### src/rtl/expr_pkg.sv
// Shared constants and types for the expression front end.
// The tokenizer and the downstream converter both import these.
package expr_pkg;

  localparam logic [7:0] CH_0      = 8'h30;
  localparam logic [7:0] CH_9      = 8'h39;
  localparam logic [7:0] CH_PLUS   = 8'h2B;
  localparam logic [7:0] CH_MINUS  = 8'h2D;
  localparam logic [7:0] CH_STAR   = 8'h2A;
  localparam logic [7:0] CH_SLASH  = 8'h2F;
  localparam logic [7:0] CH_LPAREN = 8'h28;
  localparam logic [7:0] CH_RPAREN = 8'h29;
  localparam logic [7:0] CH_SPACE  = 8'h20;
  localparam logic [7:0] CH_EQUALS = 8'h3D;

  localparam int         ACC_W   = 12;
  localparam logic [11:0] ACC_MAX = 12'd255;

  typedef enum logic [2:0] {
    IDLE,
    ACCUM,
    EMIT_NUM,
    EMIT_SIGN,
    FINISH
  } state_t;

  typedef enum logic [2:0] {
    CLS_DIGIT,
    CLS_SIGN,
    CLS_SPACE,
    CLS_TERM,
    CLS_INVALID
  } char_class_t;

  // The terminator is checked first so a TERM_CHAR overlapping a sign still ends the expression.
  function automatic char_class_t classify(input logic [7:0] c, input logic [7:0] term);
    char_class_t cls;
    if (c == term)
      cls = CLS_TERM;
    else if (c >= CH_0 && c <= CH_9)
      cls = CLS_DIGIT;
    else if (c == CH_PLUS || c == CH_MINUS || c == CH_STAR || c == CH_SLASH ||
             c == CH_LPAREN || c == CH_RPAREN)
      cls = CLS_SIGN;
    else if (c == CH_SPACE)
      cls = CLS_SPACE;
    else
      cls = CLS_INVALID;
    return cls;
  endfunction

endpackage

### src/rtl/expr_tokenizer_if.sv
// Character input and token output handshakes of the expression tokenizer.
// master is the tokenizer side, slave is the source/sink side.
interface expr_tokenizer_if;
  logic [7:0] CHAR_IN;
  logic       CHAR_STB;
  logic       CHAR_ACK;
  logic [7:0] SIGN_OUT;
  logic       SIGN_STB;
  logic       SIGN_ACK;
  logic [7:0] NUMBER_OUT;
  logic       NUMBER_STB;
  logic       NUMBER_ACK;

  modport master (
    input  CHAR_IN, CHAR_STB, SIGN_ACK, NUMBER_ACK,
    output CHAR_ACK, SIGN_OUT, SIGN_STB, NUMBER_OUT, NUMBER_STB
  );

  modport slave (
    output CHAR_IN, CHAR_STB, SIGN_ACK, NUMBER_ACK,
    input  CHAR_ACK, SIGN_OUT, SIGN_STB, NUMBER_OUT, NUMBER_STB
  );
endinterface

### src/rtl/expr_tokenizer.sv
// Splits an ASCII arithmetic expression into unsigned number tokens and sign tokens.
// Characters are only consumed in IDLE/ACCUM; emit states stall the input until acknowledged.
module expr_tokenizer
  import expr_pkg::*;
#(
  parameter logic [7:0] TERM_CHAR = CH_EQUALS
) (
  input  logic              CLK,
  input  logic              RST,
  expr_tokenizer_if.master  bus,
  output logic              BUSY,
  output logic              DONE,
  output logic              ERROR
);

  state_t      state_q, state_d;
  logic [7:0]  acc_q, acc_d;
  logic [7:0]  pend_q, pend_d;
  logic        pend_vld_q, pend_vld_d;
  logic        error_q, error_d;
  logic        number_stb_q, number_stb_d;
  logic [7:0]  number_out_q, number_out_d;
  logic        sign_stb_q, sign_stb_d;
  logic [7:0]  sign_out_q, sign_out_d;
  logic        done_q, done_d;
  logic        busy_q, busy_d;

  logic             char_take;
  char_class_t      cls;
  logic [ACC_W-1:0] digit_val;
  logic [ACC_W-1:0] acc_wide;

  always_comb begin
    char_take = bus.CHAR_STB && (state_q == IDLE || state_q == ACCUM);
    cls       = classify(bus.CHAR_IN, TERM_CHAR);
    digit_val = {4'd0, bus.CHAR_IN} - {4'd0, CH_0};
    acc_wide  = ({4'd0, acc_q} * 12'd10) + digit_val;
  end

  assign bus.CHAR_ACK = char_take && !RST;

  always_comb begin
    state_d    = state_q;
    acc_d      = acc_q;
    pend_d     = pend_q;
    pend_vld_d = pend_vld_q;
    error_d    = error_q;

    unique case (state_q)
      IDLE: begin
        if (char_take) begin
          unique case (cls)
            CLS_DIGIT: begin
              acc_d   = digit_val[7:0];
              state_d = ACCUM;
            end
            CLS_SIGN, CLS_TERM: begin
              pend_d     = bus.CHAR_IN;
              pend_vld_d = 1'b1;
              state_d    = EMIT_SIGN;
            end
            CLS_SPACE: ;
            default: error_d = 1'b1;
          endcase
        end
      end

      ACCUM: begin
        if (char_take) begin
          unique case (cls)
            CLS_DIGIT: begin
              // Overflow saturates rather than wrapping so the error stays visible in the value.
              if (acc_wide > ACC_MAX) begin
                acc_d   = ACC_MAX[7:0];
                error_d = 1'b1;
              end else begin
                acc_d = acc_wide[7:0];
              end
            end
            CLS_SPACE: begin
              pend_vld_d = 1'b0;
              state_d    = EMIT_NUM;
            end
            CLS_SIGN, CLS_TERM: begin
              pend_d     = bus.CHAR_IN;
              pend_vld_d = 1'b1;
              state_d    = EMIT_NUM;
            end
            default: error_d = 1'b1;
          endcase
        end
      end

      EMIT_NUM: begin
        if (bus.NUMBER_ACK)
          state_d = pend_vld_q ? EMIT_SIGN : IDLE;
      end

      EMIT_SIGN: begin
        if (bus.SIGN_ACK) begin
          state_d    = (pend_q == TERM_CHAR) ? FINISH : IDLE;
          pend_vld_d = 1'b0;
          pend_d     = 8'd0;
        end
      end

      FINISH: state_d = IDLE;

      default: state_d = IDLE;
    endcase
  end

  // Outputs are decoded from the next state so they are registered alongside it.
  always_comb begin
    number_stb_d = (state_d == EMIT_NUM);
    number_out_d = number_stb_d ? acc_d : 8'd0;
    sign_stb_d   = (state_d == EMIT_SIGN);
    sign_out_d   = sign_stb_d ? pend_d : 8'd0;
    done_d       = (state_d == FINISH);
    busy_d       = (state_d == EMIT_NUM) || (state_d == EMIT_SIGN) || (state_d == FINISH);
  end

  always_ff @(posedge CLK) begin
    if (RST) begin
      state_q      <= IDLE;
      acc_q        <= 8'd0;
      pend_q       <= 8'd0;
      pend_vld_q   <= 1'b0;
      error_q      <= 1'b0;
      number_stb_q <= 1'b0;
      number_out_q <= 8'd0;
      sign_stb_q   <= 1'b0;
      sign_out_q   <= 8'd0;
      done_q       <= 1'b0;
      busy_q       <= 1'b0;
    end else begin
      state_q      <= state_d;
      acc_q        <= acc_d;
      pend_q       <= pend_d;
      pend_vld_q   <= pend_vld_d;
      error_q      <= error_d;
      number_stb_q <= number_stb_d;
      number_out_q <= number_out_d;
      sign_stb_q   <= sign_stb_d;
      sign_out_q   <= sign_out_d;
      done_q       <= done_d;
      busy_q       <= busy_d;
    end
  end

  assign bus.NUMBER_STB = number_stb_q;
  assign bus.NUMBER_OUT = number_out_q;
  assign bus.SIGN_STB   = sign_stb_q;
  assign bus.SIGN_OUT   = sign_out_q;
  assign DONE           = done_q;
  assign BUSY           = busy_q;
  assign ERROR          = error_q;

endmodule

### src/flat_wrapper.sv
// flat-port wrapper written by rule: the top's interface ports become plain ports
module expr_tokenizer_flat import expr_pkg::*;
#(
  parameter logic [7:0] TERM_CHAR = CH_EQUALS
)
  (CLK, RST, BUSY, DONE, ERROR, bus_CHAR_IN, bus_CHAR_STB, bus_SIGN_ACK, bus_NUMBER_ACK, bus_CHAR_ACK, bus_SIGN_OUT, bus_SIGN_STB, bus_NUMBER_OUT, bus_NUMBER_STB);
  expr_tokenizer_if bus_i ();
  input  logic CLK;
  input  logic RST;
  output logic BUSY;
  output logic DONE;
  output logic ERROR;
  input wire logic [$bits(bus_i.CHAR_IN)-1:0] bus_CHAR_IN;
  input wire logic [$bits(bus_i.CHAR_STB)-1:0] bus_CHAR_STB;
  input wire logic [$bits(bus_i.SIGN_ACK)-1:0] bus_SIGN_ACK;
  input wire logic [$bits(bus_i.NUMBER_ACK)-1:0] bus_NUMBER_ACK;
  output wire logic [$bits(bus_i.CHAR_ACK)-1:0] bus_CHAR_ACK;
  output wire logic [$bits(bus_i.SIGN_OUT)-1:0] bus_SIGN_OUT;
  output wire logic [$bits(bus_i.SIGN_STB)-1:0] bus_SIGN_STB;
  output wire logic [$bits(bus_i.NUMBER_OUT)-1:0] bus_NUMBER_OUT;
  output wire logic [$bits(bus_i.NUMBER_STB)-1:0] bus_NUMBER_STB;
  assign bus_i.CHAR_IN = bus_CHAR_IN;
  assign bus_i.CHAR_STB = bus_CHAR_STB;
  assign bus_i.SIGN_ACK = bus_SIGN_ACK;
  assign bus_i.NUMBER_ACK = bus_NUMBER_ACK;
  assign bus_CHAR_ACK = bus_i.CHAR_ACK;
  assign bus_SIGN_OUT = bus_i.SIGN_OUT;
  assign bus_SIGN_STB = bus_i.SIGN_STB;
  assign bus_NUMBER_OUT = bus_i.NUMBER_OUT;
  assign bus_NUMBER_STB = bus_i.NUMBER_STB;
  expr_tokenizer #(.TERM_CHAR(TERM_CHAR)) u_core (.CLK(CLK), .RST(RST), .bus(bus_i), .BUSY(BUSY), .DONE(DONE), .ERROR(ERROR));
endmodule
### config.mk
export PLATFORM = sky130hd
export DESIGN_NAME = expr_tokenizer_flat
export DESIGN_NICKNAME = d
export VERILOG_FILES = /design/src/rtl/expr_pkg.sv /design/src/rtl/expr_tokenizer_if.sv /design/src/rtl/expr_tokenizer.sv /design/src/flat_wrapper.sv
export SDC_FILE = /design/constraint.sdc
export NUM_CORES = 1
export LEC_CHECK = 0
export BUFFER_PORTS_ARGS = -buffer_cell sky130_fd_sc_hd__buf_2
export CAP_MARGIN = 20
export CELL_PAD_IN_SITES_DETAIL_PLACEMENT = 0
export CELL_PAD_IN_SITES_GLOBAL_PLACEMENT = 1
export CORE_ASPECT_RATIO = 1.1
export CORE_MARGIN = 2
export CORE_UTILIZATION = 44
export CTS_CLUSTER_SIZE = 14
export DETAILED_ROUTE_END_ITERATION = 16
export GPL_TIMING_DRIVEN = 0
export PLACE_DENSITY = 0.89
export SETUP_SLACK_MARGIN = 0.02
export SYNTH_ARGS = -nofsm -noshare
export SYNTH_HDL_FRONTEND = slang
export SYNTH_SLANG_ARGS = --single-unit
### constraint.sdc
create_clock -name CLK -period 10.2 [get_ports CLK]
set_clock_uncertainty 0.15 [all_clocks]
set_input_delay 1.02 -clock CLK [delete_from_list [all_inputs] [get_ports CLK]]
set_output_delay 1.02 -clock CLK [all_outputs]
set_load 0.01 [all_outputs]
==> results of run 1 <==
final cells by class:
class	count	area (µm²)	area share, %
Inverter	10	37.54	1.289
Tap cell	75	93.84	3.222
Clock buffer	5	68.82	2.363
Clock inverter	3	68.82	2.363
Sequential cell	41	820.8	28.18
Timing Repair Buffer	34	170.2	5.842
Buffer	9	43.79	1.503
Multi-Input combinational cell	226	1609	55.24
registers in the layout, indices dropped and copies added (netlist names), 3 cells and up:
signal                 flops
u_core.bus.SIGN_OUT        8
u_core.bus.NUMBER_OUT      8
u_core.state_q             3
u_core.pend_q              8
u_core.acc_q               8
cells in the final DEF, fill, tap and decap left out, types with 2 or more instances in the layout:
| master | count |
|---|---|
| a211oi_1 | 6 |
| a21o_1 | 5 |
| a21oi_1 | 21 |
| a221oi_1 | 3 |
| and2_1 | 4 |
| buf_2 | 36 |
| bufinv_16 | 2 |
| clkbuf_1 | 6 |
| clkbuf_8 | 5 |
| dfxtp_1 | 41 |
| fa_1 | 2 |
| ha_1 | 24 |
| inv_1 | 10 |
| mux2_2 | 2 |
| mux2i_1 | 5 |
| nand2_1 | 20 |
| nand2b_1 | 2 |
| nand3_1 | 7 |
| nand3b_1 | 3 |
| nor2_1 | 39 |
| nor2b_1 | 3 |
| nor3_1 | 7 |
| nor3b_1 | 2 |
| nor4_1 | 2 |
| o211ai_1 | 6 |
| o21a_1 | 2 |
| o21ai_0 | 12 |
| o21bai_1 | 2 |
| o31ai_1 | 2 |
| or2_2 | 4 |
| xnor2_1 | 8 |
| xor2_1 | 5 |
power breakdown:
group,switching (µW),internal (µW)
Clock,61.6,98.5
Sequential,1.84,162
Combinational,30.9,18.7
critical path, cell delays in order, from the launching register on:
cell,delay [ns]
dfxtp_1,0.43
ha_1,0.27
ha_1,0.24
fa_1,0.42
a21o_1,0.18
a21oi_1,0.21
xnor2_1,0.15
ha_1,0.30
a211oi_2,0.27
o211ai_1,0.18
and3_4,0.23
o22ai_2,0.12
xnor3_2,0.47
o31ai_1,0.36
a21oi_1,0.11
through the flow:
step / area, µm² / setup WS (ns) / util [%] / instances / total power [µW]
global placement: 2775 / 5.863 / 51.11 / 395 / 216.2
finish: 2913 / 5.985 / 53.64 / 403 / 373.3
detailed placement: 2775 / 5.794 / 51.11 / 395 / 216.9
CTS: 2913 / 5.944 / 53.64 / 403 / 374.7
global route: 2913 / 5.701 / 53.64 / 403 / 387.4
floorplan: 2511 / 6.354 / - / 286 / 201.4
worst max path at each step:
stage | from | to | slack, ns
2_1_floorplan | u_core.acc_q[1]$_SDFF_PP0_ | u_core.acc_q[6]$_SDFF_PP0_ | 6.35
3_3_place_gp | bus_CHAR_IN[4] | u_core.bus.NUMBER_OUT[5]$_SDFF_PP0_ | 5.86
3_5_place_dp | bus_CHAR_IN[4] | u_core.acc_q[5]$_SDFF_PP0_ | 5.79
4_1_cts | u_core.acc_q[3]$_SDFF_PP0_ | u_core.acc_q[5]$_SDFF_PP0_ | 5.94
5_1_grt | u_core.acc_q[3]$_SDFF_PP0_ | u_core.acc_q[5]$_SDFF_PP0_ | 5.70
6_report | u_core.acc_q[3]$_SDFF_PP0_ | u_core.acc_q[5]$_SDFF_PP0_ | 5.99
routing by layer:
| metal | routed length (µm) | up-vias |
|---|---|---|
| li1 | - | 1119 |
| met1 | 2631 | 1042 |
| met2 | 3019 | 45 |
| met3 | 211 | 11 |
| met4 | 108 | 0 |
| met5 | 0 | - |
kinds of logic (layout without fill, tap and decap cells):
group / after synthesis / in the layout / share of synthesized area, %
buffers and inverters: 19 / 61 / 3.239
flip-flops: 41 / 41 / 32.69
XOR/XNOR: 14 / 14 / 5.481
AO/OA/AOI/OAI: 75 / 75 / 21.23
AND/OR/NAND/NOR: 104 / 104 / 20.93
multiplexers: 7 / 7 / 2.890
adder cells (fa/ha/maj): 26 / 26 / 13.55
==> flow_summary.json, run 1 <==
{
  "ys_types": 59,
  "drt_iter0_drc": 116,
  "io_pins": 35,
  "dr.pass1.iters": 4,
  "gr-usage-met1_pct": 22.65,
  "drv_slew": 0,
  "synth_top_cell_area_share_pct": 32.69,
  "crit_path_start_kind": "flop",
  "status": "complete, no violations",
  "grt_pass1_wl_um": 9873,
  "reg2reg_slack_ns": 5.99,
  "synth.top_cells.by_count": "dfxtp_1, nor2_1, ha_1",
  "ys_async_sr_fraction_pct": 0,
  "ys_warn_count": 0,
  "yosysTopAreaCell": "dfxtp_1",
  "vias": 2217,
  "die-area_um2": 6328,
  "post_cts_buffers": 0,
  "cts_tree": "built",
  "initial_core_util_pct": 46.24,
  "fmax_ghz": 0.2373,
  "gr-total-overflow": 0,
  "ctsHtreeMaxLevel": 2,
  "grt_antenna_before_repair": 0,
  "synth.avg_cell_area_um2": 8.780,
  "dp_hpwl_um": 4684,
  "nNetsFinal": 366,
  "port_buffers": 34,
  "syn_area_um2": 2511,
  "cts_buffer_depth": 2,
  "p_per_area_nw_per_um2": 128.2,
  "synth_cells": 286,
  "worstHoldStart": "u_core.ERROR$_SDFFE_PP0P_",
  "slew_headroom_pct": 54.95,
  "fillers": 534,
  "setup_viol": 0,
  "insertion_delay_ns": 0.30,
  "ant_nets": 0,
  "synth.area.top_cells": "dfxtp_1, ha_1, nor2_1",
  "synth_ff_type": "dfxtp_1",
  "rsz0062_at_grt": "false",
  "p_leak_uw": 0.001348,
  "rr_endpoint": "u_core.acc_q[5]$_SDFF_PP0_",
  "worstPathRequired_ns": 10.23,
  "wl_per_cell_um": 14.82,
  "hold_violations": 0,
  "clkSinkCount": 41,
  "reg2reg_depth": 14,
  "path_clk_slew_ns": 0.09,
  "core_area_um2": 5430,
  "grt_pass1_vias": 2152,
  "cts_resized": 0,
  "clockRootBuffer": "clkbuf_8",
  "synth-edff-count": 0,
  "critical_path_class": "flop to flop",
  "grt_max_degree": 15,
  "maxCapViolCount": 0,
  "die_h_um": 83.24,
  "cp_max_fo": 8,
  "vias_per_cell": 5.501,
  "numCtsBuffers": 5,
  "finalCritPeriodShare_pct": 41.32,
  "routed_wl_um": 5971,
  "finalWeightedCongestion": 0.8130,
  "worst_slew_pin_slew_ns": 0.6706,
  "fin_crit_ns": 4.215,
  "critPathArrivalTime_ns": 4.25,
  "seq_area_frac_synth_pct": 32.69,
  "hold_path_depth": 2,
  "worstHoldPathType": "flop to flop",
  "cts_hold_buf": 0,
  "grt_usage_pct": 19.24,
  "setup_tns_ns": 0,
  "synthMostInstantiatedCell": "dfxtp_1",
  "final_layout_size_suffix_gt1_share_pct": 19.21,
  "top_usage_layer": "met2",
  "grtUsageMet2_pct": 34.90,
  "placementRows": 28,
  "antennaDiodeCount": 0,
  "drcViolationCount": 0,
  "dieWidth_um": 76.03,
  "hold_ws_ns": 0.3280,
  "timing.rr.start": "u_core.acc_q[3]$_SDFF_PP0_",
  "syn_to_final_growth_pct": 15.99,
  "syn-num-nets": 325,
  "ys_ff_latch": 41,
  "hold_end": "u_core.ERROR$_SDFFE_PP0P_",
  "use_met3_pct": 3.804,
  "end_kind": "flop",
  "ir_drop_uv": 135.0
}
No activity file was read; power rests on OpenSTA's default activity.
==> run 2: changes to the inputs <==
Settings changed: CORE_UTILIZATION 44 to 43, PLACE_DENSITY 0.89 to 0.87.
Clock period 10.2 ns to 3.95 ns, I/O delays scaled along.
==> run 2 against run 1 <==
  * Sequential power rose to 2.6 times the previous value
  * Sequential share of layout area is 1.0 points lower
  * Power up 130%
  * Sequential cell count unchanged
  * Critical path depth is the same
  * Wire length grew 3.0%
  * Worst setup slack worse by 5.9 ns
  * Global-route usage increased by 0.21 points
  * First-iteration DRC count fell by 5.2%
  * Critical path type unchanged
  * Largest cell class unchanged
  * Highest routed layer unchanged
==> flow_summary.json, run 2 (same netlist as run 1, synthesis figures left out) <==
{
  "status": "complete, no violations",
  "fin_crit_ns": 3.858,
  "path_clk_slew_ns": 0.08,
  "finalCritPeriodShare_pct": 97.67,
  "fillers": 547,
  "drcViolationCount": 0,
  "vias": 2247,
  "worstHoldPathType": "input pin to flop",
  "hold_violations": 0,
  "setup_viol": 0,
  "grt_pass1_vias": 2204,
  "drv_slew": 0,
  "cts_tree": "built",
  "final_layout_size_suffix_gt1_share_pct": 25.22,
  "io_pins": 35,
  "cts_hold_buf": 0,
  "vias_per_cell": 5.428,
  "ant_nets": 0,
  "rr_endpoint": "u_core.acc_q[6]$_SDFF_PP0_",
  "register_area_um2": 827.0,
  "rsz0062_at_grt": "true",
  "maxCapViolCount": 0,
  "dr.pass1.iters": 4,
  "clkSinkCount": 41,
  "cp_max_fo": 8,
  "routed_wl_um": 6149,
  "wl_per_cell_um": 14.85,
  "hold_path_depth": 2,
  "utilization_pct": 53.46,
  "grt_max_degree": 13,
  "final_common_cell": "nor2_1",
  "reg2reg_depth": 14,
  "core_area_um2": 5697,
  "port_buffers": 34,
  "worstHoldStart": "bus_CHAR_IN[4]",
  "power_uw": 867.2,
  "nNetsFinal": 375,
  "ir_drop_uv": 199.7,
  "initial_core_util_pct": 44.08,
  "p_per_area_nw_per_um2": 284.8,
  "critical_path_class": "flop to flop",
  "hold_end": "u_core.bus.NUMBER_OUT[4]$_SDFF_PP0_",
  "die-area_um2": 6468,
  "worstPathRequired_ns": 3.96,
  "reg2reg_slack_ns": 0.09,
  "ctsHtreeMaxLevel": 2,
  "grt_pass1_wl_um": 10210,
  "cts_buffer_depth": 2,
  "finalWeightedCongestion": 0.8470,
  "placementRows": 29,
  "worst_slew_pin_slew_ns": 0.6839,
  "end_kind": "flop",
  "numCtsBuffers": 5,
  "timing.rr.start": "u_core.acc_q[1]$_SDFF_PP0_",
  "gr-total-overflow": 0,
  "clockRootBuffer": "clkbuf_8",
  "final_cell_mix": "nor2_1, dfxtp_1, buf_2",
  "grt_antenna_before_repair": 0,
  "multiInputGateArea_um2": 1698,
  "crit_path_start_kind": "flop",
  "p_leak_uw": 0.001368,
  "slew_headroom_pct": 54.05,
  "die_h_um": 84.15,
  "critPathArrivalTime_ns": 3.87,
  "antennaDiodeCount": 0,
  "syn_to_final_growth_pct": 21.28,
  "drt_iter0_drc": 110,
  "grt_usage_pct": 19.45,
  "fmax_ghz": 0.2592,
  "dieWidth_um": 76.86,
  "dp_hpwl_um": 4687,
  "insertion_delay_ns": 0.30
}
==> run 2: metrics by stage <==
stage	hold slack [ns]	TNS (ns)	setup slack, ns	instances	instance area (µm²)
after floorplan	0.2905	0	0.1037	286	2511
after global placement	0.3089	-2.174	-0.2391	397	2778
after detailed placement	0.3211	-2.336	-0.2538	397	2778
after CTS	0.2603	-0.01167	-0.007168	406	2898
after global routing	0.2755	-0.1501	-0.05656	414	3045
final	0.2690	0	0.09192	414	3045
==> run 2: where the power goes <==
group / switching, µW / internal, µW
combinational: 87.8 / 54.6
sequential: 4.98 / 417
clock: 145 / 158
total: 238 / 630
==> run 2: area by class of cell <==
cell class	instances	area share, %
Timing Repair Buffer	43	7.929
Clock buffer	7	3.164
Buffer	9	1.438
Clock inverter	1	0.1643
Inverter	10	1.233
Sequential cell	41	27.16
Tap cell	77	3.164
Multi-Input combinational cell	226	55.75
==> run 2: worst max-delay path by stage <==
stage,from,to,cells past startpoint
after floorplan,u_core.acc_q[1]$_SDFF_PP0_,u_core.acc_q[6]$_SDFF_PP0_,14
after global placement,u_core.acc_q[1]$_SDFF_PP0_,u_core.acc_q[5]$_SDFF_PP0_,14
after detailed placement,u_core.acc_q[1]$_SDFF_PP0_,u_core.acc_q[5]$_SDFF_PP0_,14
after CTS,u_core.acc_q[1]$_SDFF_PP0_,u_core.acc_q[7]$_SDFF_PP0_,14
after global routing,u_core.acc_q[1]$_SDFF_PP0_,u_core.acc_q[6]$_SDFF_PP0_,14
final,u_core.acc_q[1]$_SDFF_PP0_,u_core.acc_q[6]$_SDFF_PP0_,14
==> run 2: worst max-delay path, cell delays in order (launching register included) <==
cell and delay (ns):
dfxtp_4 0.36, ha_4 0.24, ha_4 0.16, fa_2 0.38, a21o_1 0.18, a21oi_2 0.16
xnor2_1 0.15, ha_1 0.30, a211oi_2 0.28, o211ai_1 0.17, and3_4 0.19, o22ai_2 0.09
xnor3_2 0.40, a2111oi_4 0.38, a221oi_1 0.12
==> run 2: per-layer routing <==
| layer | up-vias | global-route usage (%) | wire length [µm] |
|---|---|---|---|
| met5 | - | 0 | 0 |
| met4 | 0 | 6.116 | 84 |
| met3 | 10 | 3.333 | 234 |
| met2 | 42 | 33.73 | 3091 |
| met1 | 1055 | 24.61 | 2738 |
| li1 | 1140 | - | - |
==> run 2: timing repair <==
item | CTS | global route
setup buffers | 1 | 8
setup endpoints to repair | 12 | 12
gates resized for setup | 4 | 15
endpoints found under the hold margin | 0 | 0
pin swaps | 5 | 15
